--- src/rtl/axi_mem_master.sv ---
// Core-side request port to AXI4 AR/R and AW/W/B adapter.
// One INCR burst of up to 256 beats in flight; read and write data pass through combinationally.
module axi_mem_master #(
    parameter int ID_WIDTH   = 4,
    parameter int ADDR_WIDTH = 16,
    parameter int DATA_WIDTH = 32,
    parameter int AXI_ID     = 0
) (
    input  logic                    clk,
    input  logic                    rst_n,
    // core request
    input  logic                    i_req_valid,
    output logic                    o_req_ready,
    input  logic                    i_req_write,
    input  logic [ADDR_WIDTH-1:0]   i_req_addr,
    input  logic [7:0]              i_req_len,
    // core write data
    input  logic                    i_wd_valid,
    output logic                    o_wd_ready,
    input  logic [DATA_WIDTH-1:0]   i_wd_data,
    input  logic [DATA_WIDTH/8-1:0] i_wd_strb,
    // core read data
    output logic                    o_rd_valid,
    input  logic                    i_rd_ready,
    output logic [DATA_WIDTH-1:0]   o_rd_data,
    output logic                    o_rd_last,
    output logic                    o_rd_err,
    // core write completion
    output logic                    o_wr_done,
    output logic                    o_wr_err,
    // AXI AR
    output logic [ID_WIDTH-1:0]     o_arid,
    output logic [ADDR_WIDTH-1:0]   o_araddr,
    output logic [7:0]              o_arlen,
    output logic [2:0]              o_arsize,
    output logic [1:0]              o_arburst,
    output logic                    o_arvalid,
    input  logic                    i_arready,
    // AXI R
    input  logic [ID_WIDTH-1:0]     i_rid,
    input  logic [DATA_WIDTH-1:0]   i_rdata,
    input  logic [1:0]              i_rresp,
    input  logic                    i_rlast,
    input  logic                    i_rvalid,
    output logic                    o_rready,
    // AXI AW
    output logic [ID_WIDTH-1:0]     o_awid,
    output logic [ADDR_WIDTH-1:0]   o_awaddr,
    output logic [7:0]              o_awlen,
    output logic [2:0]              o_awsize,
    output logic [1:0]              o_awburst,
    output logic                    o_awvalid,
    input  logic                    i_awready,
    // AXI W
    output logic [DATA_WIDTH-1:0]   o_wdata,
    output logic [DATA_WIDTH/8-1:0] o_wstrb,
    output logic                    o_wlast,
    output logic                    o_wvalid,
    input  logic                    i_wready,
    // AXI B
    input  logic [ID_WIDTH-1:0]     i_bid,
    input  logic [1:0]              i_bresp,
    input  logic                    i_bvalid,
    output logic                    o_bready
);

    localparam logic [2:0] AXSIZE  = 3'($clog2(DATA_WIDTH/8));
    localparam logic [1:0] INCR    = 2'b01;

    typedef enum logic [2:0] {
        S_IDLE,
        S_AR,
        S_R,
        S_AW,
        S_W,
        S_B
    } state_t;

    state_t                r_state;
    state_t                w_state_next;
    logic [ADDR_WIDTH-1:0] r_addr;
    logic [ADDR_WIDTH-1:0] w_addr_next;
    logic [7:0]            r_len;
    logic [7:0]            w_len_next;
    logic [8:0]            r_cnt;
    logic [8:0]            w_cnt_next;
    logic                  w_at_last;
    logic                  w_unused_ids;

    // Only one burst is ever outstanding, so response IDs carry no information.
    assign w_unused_ids = ^{i_rid, i_bid};

    assign w_at_last = (r_cnt == {1'b0, r_len});

    assign o_arid    = ID_WIDTH'(AXI_ID);
    assign o_araddr  = r_addr;
    assign o_arlen   = r_len;
    assign o_arsize  = AXSIZE;
    assign o_arburst = INCR;
    assign o_awid    = ID_WIDTH'(AXI_ID);
    assign o_awaddr  = r_addr;
    assign o_awlen   = r_len;
    assign o_awsize  = AXSIZE;
    assign o_awburst = INCR;
    assign o_rd_data = i_rdata;
    assign o_wdata   = i_wd_data;
    assign o_wstrb   = i_wd_strb;

    always_ff @(posedge clk or negedge rst_n) begin
        if (!rst_n) begin
            r_state <= S_IDLE;
            r_addr  <= '0;
            r_len   <= '0;
            r_cnt   <= '0;
        end else begin
            r_state <= w_state_next;
            r_addr  <= w_addr_next;
            r_len   <= w_len_next;
            r_cnt   <= w_cnt_next;
        end
    end

    always_comb begin
        w_state_next = r_state;
        w_addr_next  = r_addr;
        w_len_next   = r_len;
        w_cnt_next   = r_cnt;
        o_req_ready  = 1'b0;
        o_arvalid    = 1'b0;
        o_rready     = 1'b0;
        o_rd_valid   = 1'b0;
        o_rd_last    = 1'b0;
        o_rd_err     = 1'b0;
        o_awvalid    = 1'b0;
        o_wvalid     = 1'b0;
        o_wd_ready   = 1'b0;
        o_wlast      = 1'b0;
        o_bready     = 1'b0;
        o_wr_done    = 1'b0;
        o_wr_err     = 1'b0;

        unique case (r_state)
            S_IDLE: begin
                o_req_ready = 1'b1;
                if (i_req_valid) begin
                    w_addr_next  = i_req_addr;
                    w_len_next   = i_req_len;
                    w_cnt_next   = '0;
                    w_state_next = i_req_write ? S_AW : S_AR;
                end
            end
            S_AR: begin
                o_arvalid = 1'b1;
                if (i_arready) w_state_next = S_R;
            end
            S_R: begin
                o_rready   = i_rd_ready;
                o_rd_valid = i_rvalid;
                o_rd_last  = w_at_last;
                // Our own beat count decides the end of the burst; RLAST only feeds the error flag.
                o_rd_err   = (i_rresp != 2'b00) | (i_rlast != w_at_last);
                if (i_rvalid && i_rd_ready) begin
                    w_cnt_next = r_cnt + 9'd1;
                    if (w_at_last) w_state_next = S_IDLE;
                end
            end
            S_AW: begin
                o_awvalid = 1'b1;
                if (i_awready) w_state_next = S_W;
            end
            S_W: begin
                o_wvalid   = i_wd_valid;
                o_wd_ready = i_wready;
                o_wlast    = w_at_last;
                if (i_wd_valid && i_wready) begin
                    w_cnt_next = r_cnt + 9'd1;
                    if (w_at_last) w_state_next = S_B;
                end
            end
            S_B: begin
                o_bready = 1'b1;
                if (i_bvalid) begin
                    o_wr_done    = 1'b1;
                    o_wr_err     = (i_bresp != 2'b00);
                    w_state_next = S_IDLE;
                end
            end
            default: w_state_next = S_IDLE;
        endcase
    end

endmodule

--- config.mk ---
export PLATFORM = sky130hd
export DESIGN_NAME = axi_mem_master
export DESIGN_NICKNAME = d
export VERILOG_FILES = /design/src/rtl/axi_mem_master.sv
export SDC_FILE = /design/constraint.sdc
export NUM_CORES = 1
export LEC_CHECK = 0
export BUFFER_PORTS_ARGS = -buffer_cell sky130_fd_sc_hd__buf_2
export CELL_PAD_IN_SITES_DETAIL_PLACEMENT = 0
export CELL_PAD_IN_SITES_GLOBAL_PLACEMENT = 2
export CORE_MARGIN = 2
export CORE_UTILIZATION = 16
export DETAILED_ROUTE_END_ITERATION = 7
export PLACE_DENSITY_LB_ADDON = 0.1
export SLEW_MARGIN = 20
export SYNTH_ARGS = -nofsm -noshare
export SYNTH_HDL_FRONTEND = slang
export SYNTH_SLANG_ARGS = --single-unit
--- constraint.sdc ---
create_clock -name clk -period 1.8 [get_ports clk]
set_clock_uncertainty 0.15 [all_clocks]
set_input_delay 0.54 -clock clk [delete_from_list [all_inputs] [get_ports clk]]
set_output_delay 0.54 -clock clk [all_outputs]
set_load 0.02 [all_outputs]
==> run summary <==
Placed wire-length estimate -> 5.30 mm
First DRT Iteration DRCs -> 43
Fraction of registers with async set/reset -> 100%
Initial DRT Pass Iterations -> 4
Io pins -> 263
Cts bufs inserted -> 5
Die Ht -> 134 um
Setup total negative slack -> -4900 ps
Minimum clock period -> 2520 ps
Max-slew violation count -> 0
# H-tree levels -> 2
N_diodes -> 0
Synthesized flop and latch total -> 36
First-pass GRT wire length -> 11.9 mm
Critical Path Sink Type -> output pin
Fmax -> 0.396 GHz
Power per cell area -> 1380 nW/um2
DP Area -> 3200 um2
Worst min path class -> input pin to async pin
Final period util -> 140%
Fraction of layout cells with a size suffix above 1 -> 71.9%
CTS tree -> yes
Sequential share of the synthesized area -> 33.4%
Core area -> 16500 um2
Max_cap viols -> 0
Slowest CP cell -> or4_4
Die width -> 134 um
Cell Area, Synth -> 2700 um2
Commonest non-fill, non-tap cells in the layout -> buf_2 (85), buf_4 (44), buf_6 (32)
Place WS -> -582 ps
WL final -> 7.69 mm
Cells after synthesis -> 278
Number of global-route vias before repair -> 2134
Initial antenna violation count -> 0
Fillers -> 1809
Initial Util -> 16.3%
Clock root cell -> clkbuf_16
CP required -> 1110 ps
Total Routing Usage GR -> 8.63%
Startpoint type of the worst setup path -> flop
Worst vdd ir -> 0.452 mV
Setup slack, reg-to-reg -> -140 ps
Synth Flop Type -> dfrtp_1
CP cell instances -> xnor2_2 > nand4_1 > or4_4 > a31oi_4 > buf_6
Via count -> 2075
Synth cell types -> 40
GRT Residual Overflow -> 0
Post-synth EDFFs -> 0
Clk_lat worst skew -> 280 ps
Critical Path End -> o_rd_err
Buffers added on ports -> 100
Clk sink count -> 36
Row cnt -> 47
Final #Nets -> 465
Worst-case reg-to-reg path depth -> 6
RSZ-0062 raised after global routing -> true
Crit path max fanout -> 4
Reg-to-Reg Start -> r_state[1]
Most common cell after layout, fill and taps aside -> buf_2
Leakage -> 1.81 nW
Die ar. -> 17900 um2
Vias/cell -> 3.65
DRC viols -> 0
Post-DRT Antenna Nets -> 0
Worst Path Arrival -> 1830 ps
Min setup slack post-route -> -722 ps
Area growth syn-to-layout -> 44.6%
Failing checks -> negative setup slack
Mean Syn Cell Area -> 9.70 um2
Post-route design area -> 3900 um2
WS Path Type -> flop to output pin
Endpoints failing setup -> 22
Max clock buf depth -> 2
Crit. Startpoint -> o_arlen[4]
Final hold vios -> 0
Routed wirelength normalized by instance count -> 13.5 um
Max incr delay on CP -> 490 ps
Gpl congestion -> 0.660
Largest net degree at the start of global routing -> 37
Ys Warns -> 0
Outcome -> finished with violations
Worst r2r dst -> r_cnt[2]
Clock edge transition at the registers on the reported setup and hold paths -> 60 ps
[cell usage after synthesis, types with 2 or more instances]
master    instances  area share (%)
nand2b_1          2            0.46
and2_1            3            0.70
nand3_1           4            0.74
nand3b_1          2            0.56
o31ai_1           7             1.9
nand4_1           2            0.46
conb_1            2            0.28
nor3_1            2            0.37
and3_1            5             1.2
inv_1             4            0.56
mux2_2           25              10
nand2_1           9             1.3
xnor2_1           9             2.9
or4_1             8             2.2
buf_2             7             1.3
o21ai_0           3            0.56
nor2_1            6            0.84
dfrtp_1          36              33
buf_4           110              31
a21oi_1           6             1.1
clkbuf_1          3            0.42
or3_1             2            0.46
nor2b_1           4            0.93
[layer usage]
metal	global-route usage, %	wire length [um]
met5	0	0
met4	3.96	205
met3	2.23	495
met2	14.7	3770
met1	10.1	3220
[sequential cells by signal, indices dropped and copies added (netlist names)]
| name | count |
|---|---|
| r_state | 3 |
| o_arlen | 8 |
| r_cnt | 9 |
| o_araddr | 16 |
[report_power, final]
| group | internal (mW) | total [mW] | switching (mW) |
|---|---|---|---|
| registers | 1.19 | 1.46 | 0.271 |
| clock network | 0.512 | 0.860 | 0.348 |
| logic | 1.47 | 3.06 | 1.59 |
| total | 3.17 | 5.37 | 2.21 |
[worst max-delay path: cells and delay by family (launching register included)]
family                 cells  cell delay, ps
XOR/XNOR                   1             160
AND/OR/NAND/NOR            2             710
AO/OA/AOI/OAI              1             140
buffers and inverters      1             140
flip-flops                 1             400
[how the worst min path moves through the flow]
stage,start,slack [ps],depth (start not counted),end
3_5_place_dp,o_araddr[13],360,1,o_araddr[13]
4_1_cts,rst_n,70,2,o_araddr[2]
3_3_place_gp,o_araddr[10],360,1,o_araddr[10]
5_1_grt,rst_n,80,2,o_araddr[2]
6_report,rst_n,70,2,o_araddr[2]
2_1_floorplan,rst_n,90,0,o_araddr[0]
[cell families after synthesis]
logic type,synth area share [%]
simple gates,11.6
xor+xnor,2.92
buf+inv,33.3
other cells,0.279
flops,33.4
mux,10.8
fa+ha+maj,0.464
compound gates,7.19
[repair_timing]
| item | in CTS | in global routing |
|---|---|---|
| endpoints found under the hold margin | 0 | 0 |
| endpoints found under the setup margin | 37 | 49 |
| gates cloned | 2 | 1 |
| pin swaps | 20 | 15 |
| hold buffers | 0 | 0 |
| buffers inserted | 14 | 6 |
| gates resized for setup | 76 | 25 |
[layout make-up]
| type | count | area, um2 | share of cell area [%] |
|---|---|---|---|
| tap | 220 | 275 | 7.06 |
| timing repair buffer | 167 | 1240 | 31.8 |
| clock inverter | 1 | 5.00 | 0.128 |
| inverter | 4 | 15.0 | 0.385 |
| sequential | 36 | 910 | 23.3 |
| multi-input combinational | 134 | 1320 | 33.9 |
| clock buffer | 7 | 133 | 3.40 |
[stage by stage]
step,hold slack [ps],cells,power [mW],util [%]
CTS,74.2,564,5.36,22.8
detailed placement,362,540,4.26,19.4
global route,83.0,569,5.74,23.6
floorplan,94.4,294,3.69,-
finish,72.1,569,5.37,23.6
global placement,358,540,4.28,19.4
Note: power is estimated with default switching activity, not from simulation.
